### src/rtl/serial_frame_rx.sv
// Serial frame receiver: start-bit detect, mid-bit sampling, LSB-first data,
// optional parity check and stop-bit validation with one-cycle result pulses.
module serial_frame_rx #(
  parameter int DATA_W       = 8,
  parameter int CLKS_PER_BIT = 4,
  parameter bit PARITY_EN    = 1'b1,
  parameter bit PARITY_ODD   = 1'b0
) (
  input  logic              clk,
  input  logic              reset,
  input  logic              serial_in,
  output logic [DATA_W-1:0] data_out,
  output logic              data_valid,
  output logic              parity_err,
  output logic              frame_err,
  output logic              busy
);

  localparam int HALF  = CLKS_PER_BIT / 2;
  localparam int CNT_W = $clog2(CLKS_PER_BIT);
  localparam int BIT_W = (DATA_W > 1) ? $clog2(DATA_W) : 1;

  localparam logic [CNT_W-1:0] HALF_LAST = CNT_W'(HALF - 1);
  localparam logic [CNT_W-1:0] FULL_LAST = CNT_W'(CLKS_PER_BIT - 1);
  localparam logic [BIT_W-1:0] BIT_LAST  = BIT_W'(DATA_W - 1);

  typedef enum logic [2:0] {
    IDLE      = 3'd0,
    START     = 3'd1,
    DATA      = 3'd2,
    PARITY    = 3'd3,
    STOP      = 3'd4,
    WAIT_IDLE = 3'd5
  } state_t;

  // Parity bit the transmitter is expected to append for this word.
  function automatic logic expected_parity(input logic [DATA_W-1:0] d);
    return (^d) ^ PARITY_ODD;
  endfunction

  // New bits enter at the MSB so the first received bit ends up at bit 0.
  function automatic logic [DATA_W-1:0] shift_in(input logic [DATA_W-1:0] d,
                                                 input logic b);
    logic [DATA_W-1:0] r;
    r = d >> 1;
    r[DATA_W-1] = b;
    return r;
  endfunction

  state_t            state_r, state_s;
  logic [CNT_W-1:0]  cnt_r, cnt_s;
  logic [BIT_W-1:0]  bit_cnt_r, bit_cnt_s;
  logic [DATA_W-1:0] shift_r, shift_s;
  logic              par_bad_r, par_bad_s;
  logic [DATA_W-1:0] data_s;
  logic              valid_s, perr_s, ferr_s;

  // Next-state and datapath decode; counters restart at every sample point.
  always_comb begin
    state_s   = state_r;
    cnt_s     = cnt_r;
    bit_cnt_s = bit_cnt_r;
    shift_s   = shift_r;
    par_bad_s = par_bad_r;
    data_s    = data_out;
    valid_s   = 1'b0;
    perr_s    = 1'b0;
    ferr_s    = 1'b0;
    case (state_r)
      IDLE: begin
        if (!serial_in) begin
          state_s   = START;
          cnt_s     = '0;
          bit_cnt_s = '0;
          par_bad_s = 1'b0;
        end else begin
          state_s = IDLE;
        end
      end
      START: begin
        if (cnt_r == HALF_LAST) begin
          cnt_s = '0;
          if (!serial_in) begin
            state_s = DATA;
          end else begin
            state_s = IDLE;
          end
        end else begin
          cnt_s = cnt_r + CNT_W'(1);
        end
      end
      DATA: begin
        if (cnt_r == FULL_LAST) begin
          cnt_s   = '0;
          shift_s = shift_in(shift_r, serial_in);
          if (bit_cnt_r == BIT_LAST) begin
            state_s = PARITY_EN ? PARITY : STOP;
          end else begin
            bit_cnt_s = bit_cnt_r + BIT_W'(1);
          end
        end else begin
          cnt_s = cnt_r + CNT_W'(1);
        end
      end
      PARITY: begin
        if (cnt_r == FULL_LAST) begin
          cnt_s     = '0;
          par_bad_s = (serial_in != expected_parity(shift_r));
          state_s   = STOP;
        end else begin
          cnt_s = cnt_r + CNT_W'(1);
        end
      end
      STOP: begin
        if (cnt_r == FULL_LAST) begin
          cnt_s = '0;
          if (serial_in) begin
            state_s = IDLE;
            if (par_bad_r) begin
              perr_s = 1'b1;
            end else begin
              valid_s = 1'b1;
              data_s  = shift_r;
            end
          end else begin
            // A broken stop bit outranks any parity result.
            ferr_s  = 1'b1;
            state_s = WAIT_IDLE;
          end
        end else begin
          cnt_s = cnt_r + CNT_W'(1);
        end
      end
      WAIT_IDLE: begin
        if (serial_in) begin
          state_s = IDLE;
        end else begin
          state_s = WAIT_IDLE;
        end
      end
      default: begin
        state_s = IDLE;
      end
    endcase
  end

  // FSM state register.
  always_ff @(posedge clk or posedge reset) begin
    if (reset) begin
      state_r <= IDLE;
    end else begin
      state_r <= state_s;
    end
  end

  // Counters, shift register and registered outputs.
  always_ff @(posedge clk or posedge reset) begin
    if (reset) begin
      cnt_r      <= '0;
      bit_cnt_r  <= '0;
      shift_r    <= '0;
      par_bad_r  <= 1'b0;
      data_out   <= '0;
      data_valid <= 1'b0;
      parity_err <= 1'b0;
      frame_err  <= 1'b0;
      busy       <= 1'b0;
    end else begin
      cnt_r      <= cnt_s;
      bit_cnt_r  <= bit_cnt_s;
      shift_r    <= shift_s;
      par_bad_r  <= par_bad_s;
      data_out   <= data_s;
      data_valid <= valid_s;
      parity_err <= perr_s;
      frame_err  <= ferr_s;
      busy       <= (state_s != IDLE);
    end
  end

endmodule

### config.mk
export PLATFORM = sky130hd
export DESIGN_NAME = serial_frame_rx
export DESIGN_NICKNAME = d
export VERILOG_FILES = /design/src/rtl/serial_frame_rx.sv
export SDC_FILE = /design/constraint.sdc
export NUM_CORES = 1
export LEC_CHECK = 0
export CAP_MARGIN = 20
export CORE_MARGIN = 3
export CORE_UTILIZATION = 35
export CTS_CLUSTER_DIAMETER = 50
export DETAILED_ROUTE_END_ITERATION = 7
export PLACE_DENSITY = 0.54
export SLEW_MARGIN = 15
export SYNTH_ARGS = -nofsm -noshare
export SYNTH_HDL_FRONTEND = slang
export SYNTH_SLANG_ARGS = --single-unit
### constraint.sdc
create_clock -name clk -period 3.7 [get_ports clk]
set_input_delay 1.11 -clock clk [delete_from_list [all_inputs] [get_ports clk]]
set_output_delay 1.11 -clock clk [all_outputs]
set_load 0.01 [all_outputs]
==> metrics, run 1 <==
Synth Area per Inst=approximately 12 sq um; routed vias/inst=between 4 and 5; max-cap viol count=0; Critical Path AT=about 2.7 ns; pwr dens=roughly 600 nW/um^2; Antenna diodes=0; Skew-Pair Late Insertion Delay=0.28 ns; drt first-iter violations=16; crit share post-route=67.9%; dpl cell area=around 1600 sq um; input/output buffers=14; status=completed; fin util=44.3%; CTS Hold Bufs=0; Hold Crit Class=reg2reg; fmax=398 MHz; layout cells sized above 1=a little over a fifth; router iterations before antenna repair=4; Int Pwr=between 600 and 700 uW; Starting Density=37.7%; Final Hold Fails=0; CTS tree=yes; Clk pwr share=25.1%; clock buffer count from CTS=5; Net Sw Frac=~33%; clock transition at the registers of the reported paths=approximately 0.06 ns; Post-CTS Setup Repair Bufs=0; Synth cell types=34; Period minus WS final=2.51 ns; Total GRT Usage=between 10% and 20%; Crit path largest cell delay=between 0.6 and 0.7 ns; Clock Skews=between 0.006 and 0.007 ns; unrepaired setup endpoints after global routing=false; largest cells by area after synthesis=dfrtp_1 (51%), mux2_2 (13%), ha_1 (4.4%); CP Launch Type=input port; initial antenna violation count=0; Post-Route WL=roughly 2.3 mm; Place WS=around 0.86 ns; via count=924; Max FO, Critical Path=10; Clock Path Buffers=2; H-tree Lvls=2; Seq/Total Area, Yosys=between 50% and 60%; Final Instance Area=around 1700 sq um; worst path cell trace=clkdlybuf4s50_1 -> nand4_1 -> nand2b_1 -> mux2_2; # IOs=15; vias in the first global route=around 900; DRC=0; Final GP Congestion=approximately 0.73; # fillers=~350; clk sink count=29; FF+latch count, synth=29; Die Y=roughly 70 microns; first-pass GRT wire length=4.15 mm; die area=just under 5000 sq um; CP required=just under 4 ns; Overflow after GRT=0; final setup violating endpoints=0; row cnt=22; CP bufs+invs=1; Leak=0.796 nW; Setup TNS=0 ns; Post-Syn Area=1430 sq um; net count after synthesis=130; non-filler cells, final=185; Resized cells post-CTS=0; Slowest cell on crit path=clkdlybuf4s50_1; kind of critical path=in2reg; switching pwr=336 uW; core area=3800 sq um; Max VDD drop=around 0.00026 V; post-route ant nets=0; post-synth top area share=about half; DIE WIDTH=between 70 and 80 microns; drt wl/cell=12.4 microns; Worst slew margin=62.0%; nets=between 100 and 150; CP delay by family, top=buffers and inverters; clock root cell=clkbuf_8; pin count of the biggest net entering global routing=30; Syn-to-layout area delta=17.5%; Yosys top cell by area=dfrtp_1; setup ws final=roughly 1.2 ns; DP HPWL=between 1.5 and 2 mm; nature of the critical path endpoint=flip-flop; Flop pwr share=45.3%; Slew Viols, Final=0; Yosys Warn Count=0; dpl cells=between 150 and 200; synthesized instance count=about 120; Combinational Power Share=between 20% and 30%; Worst Max-Slew Pin Slew=0.570 ns
==> cell families after synthesis <==
| kind of cell | count (synthesis) | share of synthesized area (%) |
|---|---|---|
| xor+xnor | 8 | 5.85 |
| fa+ha+maj | 5 | 4.36 |
| mux | 17 | 13.4 |
| compound gates | 20 | 8.81 |
| simple gates | 30 | 12.4 |
| buf+inv | 13 | 4.62 |
| flops | 29 | 50.6 |
==> per-stage QoR <==
| stage | hold slack, ns | power, mW |
|---|---|---|
| floorplan | 0.454 | 0.708 |
| global placement | 0.468 | 0.756 |
| detailed placement | 0.482 | 0.762 |
| CTS | 0.496 | 1.03 |
| global route | 0.514 | 1.09 |
| finish | 0.487 | 1.01 |
==> layer usage <==
metal  up-vias  wire length (microns)  track usage [%]  part of all wire [%]
met1       450                   1090             13.8                    47
met4         0                     48             5.74                   2.1
li1        451                      -                -                     -
met2        18                   1040             15.3                    45
met5         -                      0                0                     0
met3         5                    114             4.46                   5.0
==> cells in the mapped netlist <==
master / count
or3b_4: 1
buf_4: 1
buf_2: 5
or2_2: 1
xor2_1: 1
a31oi_1: 2
xnor2_1: 6
inv_1: 6
nor2b_1: 1
nor2_1: 8
nand2b_1: 3
ha_1: 5
buf_6: 1
a21boi_0: 2
and3b_1: 1
mux2_2: 17
o221ai_1: 1
a32oi_1: 1
nor4_1: 1
o22ai_1: 2
nor3_1: 1
a21o_1: 2
nand3b_1: 1
nor3b_2: 1
nand4_1: 1
xnor3_1: 1
nand2_1: 7
o21ai_0: 7
nand3_1: 1
dfrtp_1: 29
a21oi_1: 2
nand2b_2: 1
a211o_1: 1
nor3b_4: 1
==> power by group through the flow <==
stage                     combinational, mW  sequential, mW  clock [mW]
final                                 0.298           0.458       0.254
after detailed placement              0.298           0.464           0
after global routing                  0.338           0.473       0.276
after floorplan                       0.294           0.413           0
after CTS                             0.300           0.457       0.268
after global placement                0.295           0.461           0
==> cell usage in the layout, fill, tap and decap left out, types with 2 or more instances in the layout <==
master            n
dfrtp_1          29
mux2_2           17
clkdlybuf4s50_1  14
nor2_1            8
o21ai_0           7
nand2_1           7
inv_1             6
xnor2_1           6
clkbuf_8          6
ha_1              5
nand2b_1          3
a21o_1            2
a21boi_0          2
a31oi_1           2
o22ai_1           2
a21oi_1           2
==> state kept, by name, summed over array words and instances (netlist names) <==
register / count
bit_cnt_r: 3
busy: 1
cnt_r: 2
data_out: 8
data_valid: 1
frame_err: 1
par_bad_r: 1
parity_err: 1
shift_r: 8
state_r: 3
==> area by class of cell <==
class	count	area [sq um]	area share, %
Clock buffer	7	86.3	5.13
Inverter	6	22.5	1.34
Multi-Input combinational cell	80	642	38.1
Sequential cell	29	726	43.1
Tap cell	48	60.1	3.57
Timing Repair Buffer	15	148	8.77
==> path summary, 6_finish.rpt <==
kind / start / end / slack, ns / depth (start not counted)
worst min register to register: bit_cnt_r[2]$_DFFE_PP0P_ / bit_cnt_r[2]$_DFFE_PP0P_ / 0.49 / 2
worst min-delay path: bit_cnt_r[2]$_DFFE_PP0P_ / bit_cnt_r[2]$_DFFE_PP0P_ / 0.49 / 2
min in group asynchronous: reset / shift_r[0]$_DFFE_PP0P_ / 1.20 / 3
worst max-delay path: serial_in / data_out[0]$_DFFE_PP0P_ / 1.19 / 4
max in group asynchronous: reset / frame_err$_DFF_PP0_ / 2.22 / 3
worst max register to register: state_r[0]$_DFF_PP0_ / data_out[0]$_DFFE_PP0P_ / 1.83 / 4
==> worst reg2reg max path: cells and delay by family, from the launching register on <==
| kind | cells | cell delay (ns) |
|---|---|---|
| flip-flops | 1 | 0.70 |
| multiplexers | 1 | 0.39 |
| AND/OR/NAND/NOR | 3 | 0.66 |
No activity file was read; power rests on OpenSTA's default activity.
==> run 2, diff against run 1 <==
Clock period 3.7 ns to 2.5 ns, I/O delays scaled along.
==> metrics, run 2 (same netlist as run 1, synthesis figures left out) <==
clock root cell=clkbuf_8; switching pwr=520 uW (+55%); crit share post-route=between 70% and 80%; commonest non-fill, non-tap cell in the layout=dfrtp_1; drt first-iter violations=35 (+19); pwr dens=944 nW/um^2 (+57%); post-route ant nets=0 (unchanged); Place WS=0.235 ns (-0.628 ns); drt wl/cell=13.7 microns (+10%); CP Launch Type=input port; WHS=0.491 ns (+0.00388 ns); Max FO, Critical Path=8 (-2); area of the multi-input gates=642 sq um (unchanged); first-pass GRT wire length=4.47 mm (+7.7%); die area=4900 sq um (unchanged); Clk pwr share=30.4% (+5.3 points); Setup TNS=0 ns (unchanged); Die Y=70.0 microns (unchanged); Worst slew margin=68.4% (+6.4 points); status=completed; row cnt=22 (unchanged); most frequent cells in the layout=dfrtp_1 (29), mux2_2 (17), clkdlybuf4s50_1 (14); Resized cells post-CTS=0 (unchanged); Period minus WS final=1.94 ns; Final GP Congestion=0.702 (-3.8%); Sequential Area=726 sq um (unchanged); pin count of the biggest net entering global routing=30 (unchanged); DRC=0 (unchanged); layout cells sized above 1=23.4% (+2.2 points); Overflow after GRT=0 (unchanged); Total Power=1.64 mW (+62%); # fillers=357 (+1.1%); Clock Path Buffers=2 (unchanged); Antenna diodes=0 (unchanged); final setup violating endpoints=0 (unchanged); clock transition at the registers of the reported paths=0.06 ns (about the same); Combinational Power Share=30.4% (+0.9 points); Critical Path AT=2.10 ns (-0.57 ns); Hold Crit Class=reg2reg; CP required=2.65 ns (-1.20 ns); clk sink count=29 (unchanged); unrepaired setup endpoints after global routing=false; clock buffer count from CTS=5 (unchanged); setup ws final=0.556 ns (-0.631 ns); vias in the first global route=940 (+4.6%); Total GRT Usage=11.4% (+0.67 points); Worst Max-Slew Pin Slew=0.474 ns (-0.0968 ns); DP HPWL=1.79 mm (+9.8%); # IOs=15 (unchanged); via count=917 (-0.76%); Max VDD drop=0.000389 V (+50%); Post-CTS Setup Repair Bufs=0 (unchanged); Leak=0.825 nW (+3.6%); nets=148 (+2.1%); H-tree Lvls=2 (unchanged); Flop pwr share=39.2% (-6.1 points); Starting Density=37.7% (unchanged); DIE WIDTH=70.0 microns (unchanged); CTS Hold Bufs=0 (unchanged); Syn-to-layout area delta=21.1%; max-cap viol count=0 (unchanged); dpl cells=181 (+1.7%); router iterations before antenna repair=4 (unchanged); initial antenna violation count=0 (unchanged); Int Pwr=1.12 mW (+66%); non-filler cells, final=189 (+2.2%); Slew Viols, Final=0 (unchanged); nature of the critical path endpoint=flip-flop; kind of critical path=in2reg; Skew-Pair Late Insertion Delay=0.28 ns (about the same); routed vias/inst=4.85 (-2.9%); core area=3800 sq um (unchanged); top flop regs=data_out: 8 flops, shift_r: 8 flops; Post-Route WL=2.58 mm (+12%); Clock Skews=0.00680 ns (-0.000102 ns); Net Sw Frac=31.7% (-1.5 points); Final Hold Fails=0 (unchanged); fmax=514 MHz; input/output buffers=14 (unchanged); CTS tree=yes
[run 2: cell count changes in the layout (fill, tap and decap cells not counted)]
cell	delta
buf_4	+3
bufinv_16	+1
[run 2: per-stage QoR]
| stage | utilization [%] | area, sq um |
|---|---|---|
| 5_1_grt | 45.7 | 1740 |
| 2_1_floorplan | - | 1430 |
| 4_1_cts | 45.7 | 1740 |
| 3_3_place_gp | 42.7 | 1620 |
| 6_report | 45.7 | 1740 |
| 3_5_place_dp | 42.7 | 1620 |
[run 2: layer usage]
metal | global-route usage (%) | vias to the layer above | part of all wire, %
li1 | - | 458 | -
met1 | 13.7 | 439 | 46
met2 | 18.3 | 14 | 47
met3 | 4.60 | 6 | 4.6
met4 | 4.47 | 0 | 1.7
met5 | 0 | - | 0
[run 2: power groups by stage]
| stage | registers [mW] | logic (mW) | clock network (mW) |
|---|---|---|---|
| after global placement | 0.645 | 0.489 | 0 |
| after CTS | 0.642 | 0.507 | 0.515 |
| after floorplan | 0.612 | 0.435 | 0 |
| after global routing | 0.655 | 0.556 | 0.537 |
| final | 0.642 | 0.499 | 0.498 |
| after detailed placement | 0.651 | 0.503 | 0 |
[run 2: path summary, 6_finish.rpt]
check / end / cells past startpoint / slack (ns) / start
max: bit_cnt_r[2]$_DFFE_PP0P_ / 6 / 0.56 / serial_in
min: bit_cnt_r[1]$_DFFE_PP0P_ / 2 / 0.49 / bit_cnt_r[1]$_DFFE_PP0P_
max reg2reg: shift_r[6]$_DFFE_PP0P_ / 3 / 0.67 / state_r[2]$_DFF_PP0_
min reg2reg: bit_cnt_r[1]$_DFFE_PP0P_ / 2 / 0.49 / bit_cnt_r[1]$_DFFE_PP0P_
max in group asynchronous: data_out[7]$_DFFE_PP0P_ / 3 / 1.38 / reset
min in group asynchronous: cnt_r[0]$_DFFE_PP0P_ / 3 / 0.85 / reset
[run 2: critical path: stages]
cell and delay, ns:
clkdlybuf4s50_1 0.52, buf_4 0.18, nor2_1 0.07, o21ai_0 0.29, buf_4 0.19, o21ai_0 0.10
[run 2: layout make-up]
cell class              instances  share of cell area [%]
clock buffers                   7                    4.97
clock inverters                 1                    1.73
inverters                       6                    1.30
multi-input cells              80                    37.0
flip-flops and latches         29                    41.8
well taps                      48                    3.46
repair buffers                 18                    9.80
==> run 3, diff against run 2 <==
Clock period 2.5 ns to 2 ns, I/O delays scaled along.
==> metrics, run 3 (same netlist as run 1, synthesis figures left out) <==
status=completed; CP delay by family, top=buffers and inverters; row cnt=22 (unchanged); DIE WIDTH=70.0 microns (unchanged); final setup violating endpoints=0 (unchanged); pin count of the biggest net entering global routing=30 (unchanged); router iterations before antenna repair=4 (unchanged); Total Power=1.92 mW (+17%); crit path from=data_out[4]$_DFFE_PP0P_; Clock Skews=0.00350 ns (-0.00331 ns); reg2reg end=shift_r[2]$_DFFE_PP0P_; nature of the critical path endpoint=primary output; stages on the worst setup path=1 (-5); Max VDD drop=0.000435 V (+12%); clock transition at the registers of the reported paths=0.06 ns (about the same); Worst Max-Slew Pin Slew=0.492 ns (+0.0180 ns); Max FO, Critical Path=2 (-6); fmax=567 MHz; DP HPWL=1.83 mm (+2.0%); Hold Crit Class=reg2reg; commonest non-fill, non-tap cell in the layout=dfrtp_1; Resized cells post-CTS=0 (unchanged); pwr dens=1090 nW/um^2 (+16%); # IOs=15 (unchanged); CTS tree=yes; core area=3800 sq um (unchanged); clock root cell=clkbuf_8; first-pass GRT wire length=4.55 mm (+1.9%); CP Launch Type=flip-flop; post-route ant nets=0 (unchanged); clock buffer count from CTS=5 (unchanged); Crit path largest cell delay=0.54 ns (+0.02 ns); Worst slew margin=67.2% (-1.2 points); initial antenna violation count=0 (unchanged); unrepaired setup endpoints after global routing=false; Slowest cell on crit path=clkdlybuf4s50_1; layout cells sized above 1=26.5% (+3.1 points); CP bufs+invs=1 (-2); Place WS=-0.0327 ns (-0.268 ns); Period minus WS final=around 1.8 ns; top flop regs=data_out: 8 flops, shift_r: 8 flops; reg2reg setup slack=0.27 ns (-0.40 ns); crit share post-route=between 80% and 90%; vias in the first global route=988 (+5.1%); H-tree Lvls=2 (unchanged); input/output buffers=14 (unchanged); setup ws final=0.236 ns (-0.319 ns); max-cap viol count=0 (unchanged); CTS Hold Bufs=0 (unchanged); kind of critical path=reg2out; most frequent cells in the layout=dfrtp_1 (29), mux2_2 (17), clkdlybuf4s50_1 (14); worst path cell trace=clkdlybuf4s50_1; reg2reg start=cnt_r[0]$_DFFE_PP0P_; drt wl/cell=13.0 microns (-5.1%); DRC=0 (unchanged); Antenna diodes=0 (unchanged); routed vias/inst=4.88 (+0.52%); Final Hold Fails=0 (unchanged); Post-Route WL=2.53 mm (-2.1%); Total GRT Usage=11.8% (+0.41 points); Leak=0.844 nW (+2.3%); nets=155 (+4.7%); Final GP Congestion=0.729 (+4.0%); Clock Path Buffers=2 (unchanged); Slew Viols, Final=0 (unchanged); Critical Path AT=1.16 ns (-0.94 ns); drt first-iter violations=41 (+17%); Post-CTS Setup Repair Bufs=0 (unchanged); CP required=1.40 ns (-1.25 ns); Skew-Pair Late Insertion Delay=0.27 ns (about the same); Starting Density=37.7% (unchanged); via count=951 (+3.7%); Syn-to-layout area delta=22.7%; Overflow after GRT=0 (unchanged); die area=4900 sq um (unchanged); CP endpoint=data_out[4]; clk sink count=29 (unchanged); WHS=0.494 ns (+0.00256 ns); Die Y=70.0 microns (unchanged); worst r2r path cells=3 (unchanged)
run 3: changes by cell type in the layout (fill, tap and decap cells not counted), sizes merged:
cell	change
buf	+7
bufinv	-1
run 3: per-stage QoR:
stage	cell area (sq um)	setup TNS [ns]	cells	utilization, %
after CTS	1760	0	195	46.3
after global routing	1760	0	195	46.3
after global placement	1670	0	188	44.0
final	1760	0	195	46.3
after detailed placement	1670	-0.0955	188	44.0
after floorplan	1430	0	122	-
run 3: layer usage:
layer | track usage, % | routed length [microns] | vias up
li1 | - | - | 469
met1 | 14.9 | 1180 | 457
met2 | 18.2 | 1210 | 21
met3 | 3.60 | 100 | 4
met4 | 6.38 | 34 | 0
met5 | 0 | 0 | -
run 3: final cells by class:
class	count	area [sq um]
well taps	48	60.1
fillers	364	2040
multi-input cells	80	642
flip-flops and latches	29	726
clock buffers	7	86.3
repair buffers	25	223
inverters	6	22.5
run 3: where the power goes:
part / switching [mW] / internal, mW / leakage [nW]
Combinational: 0.336 / 0.334 / 0.407
Sequential: 0.0929 / 0.690 / 0.393
Clock: 0.200 / 0.272 / 0.0443
Total: 0.629 / 1.30 / 0.844
run 3: tightest hold or removal path, delay by kind of cell, from the launching register on:
family	cells	cell delay (ns)
AO/OA/AOI/OAI	1	0.06
flip-flops	1	0.35
AND/OR/NAND/NOR	1	0.05
run 3: how the worst min path moves through the flow:
stage	startpoint	endpoint	slack [ns]	depth (start not counted)
global route	data_out[5]$_DFFE_PP0P_	data_out[5]$_DFFE_PP0P_	0.52	1
floorplan	bit_cnt_r[1]$_DFFE_PP0P_	bit_cnt_r[1]$_DFFE_PP0P_	0.45	2
detailed placement	bit_cnt_r[1]$_DFFE_PP0P_	bit_cnt_r[1]$_DFFE_PP0P_	0.49	2
global placement	bit_cnt_r[1]$_DFFE_PP0P_	bit_cnt_r[1]$_DFFE_PP0P_	0.46	2
CTS	bit_cnt_r[1]$_DFFE_PP0P_	bit_cnt_r[1]$_DFFE_PP0P_	0.50	2
finish	bit_cnt_r[1]$_DFFE_PP0P_	bit_cnt_r[1]$_DFFE_PP0P_	0.49	2
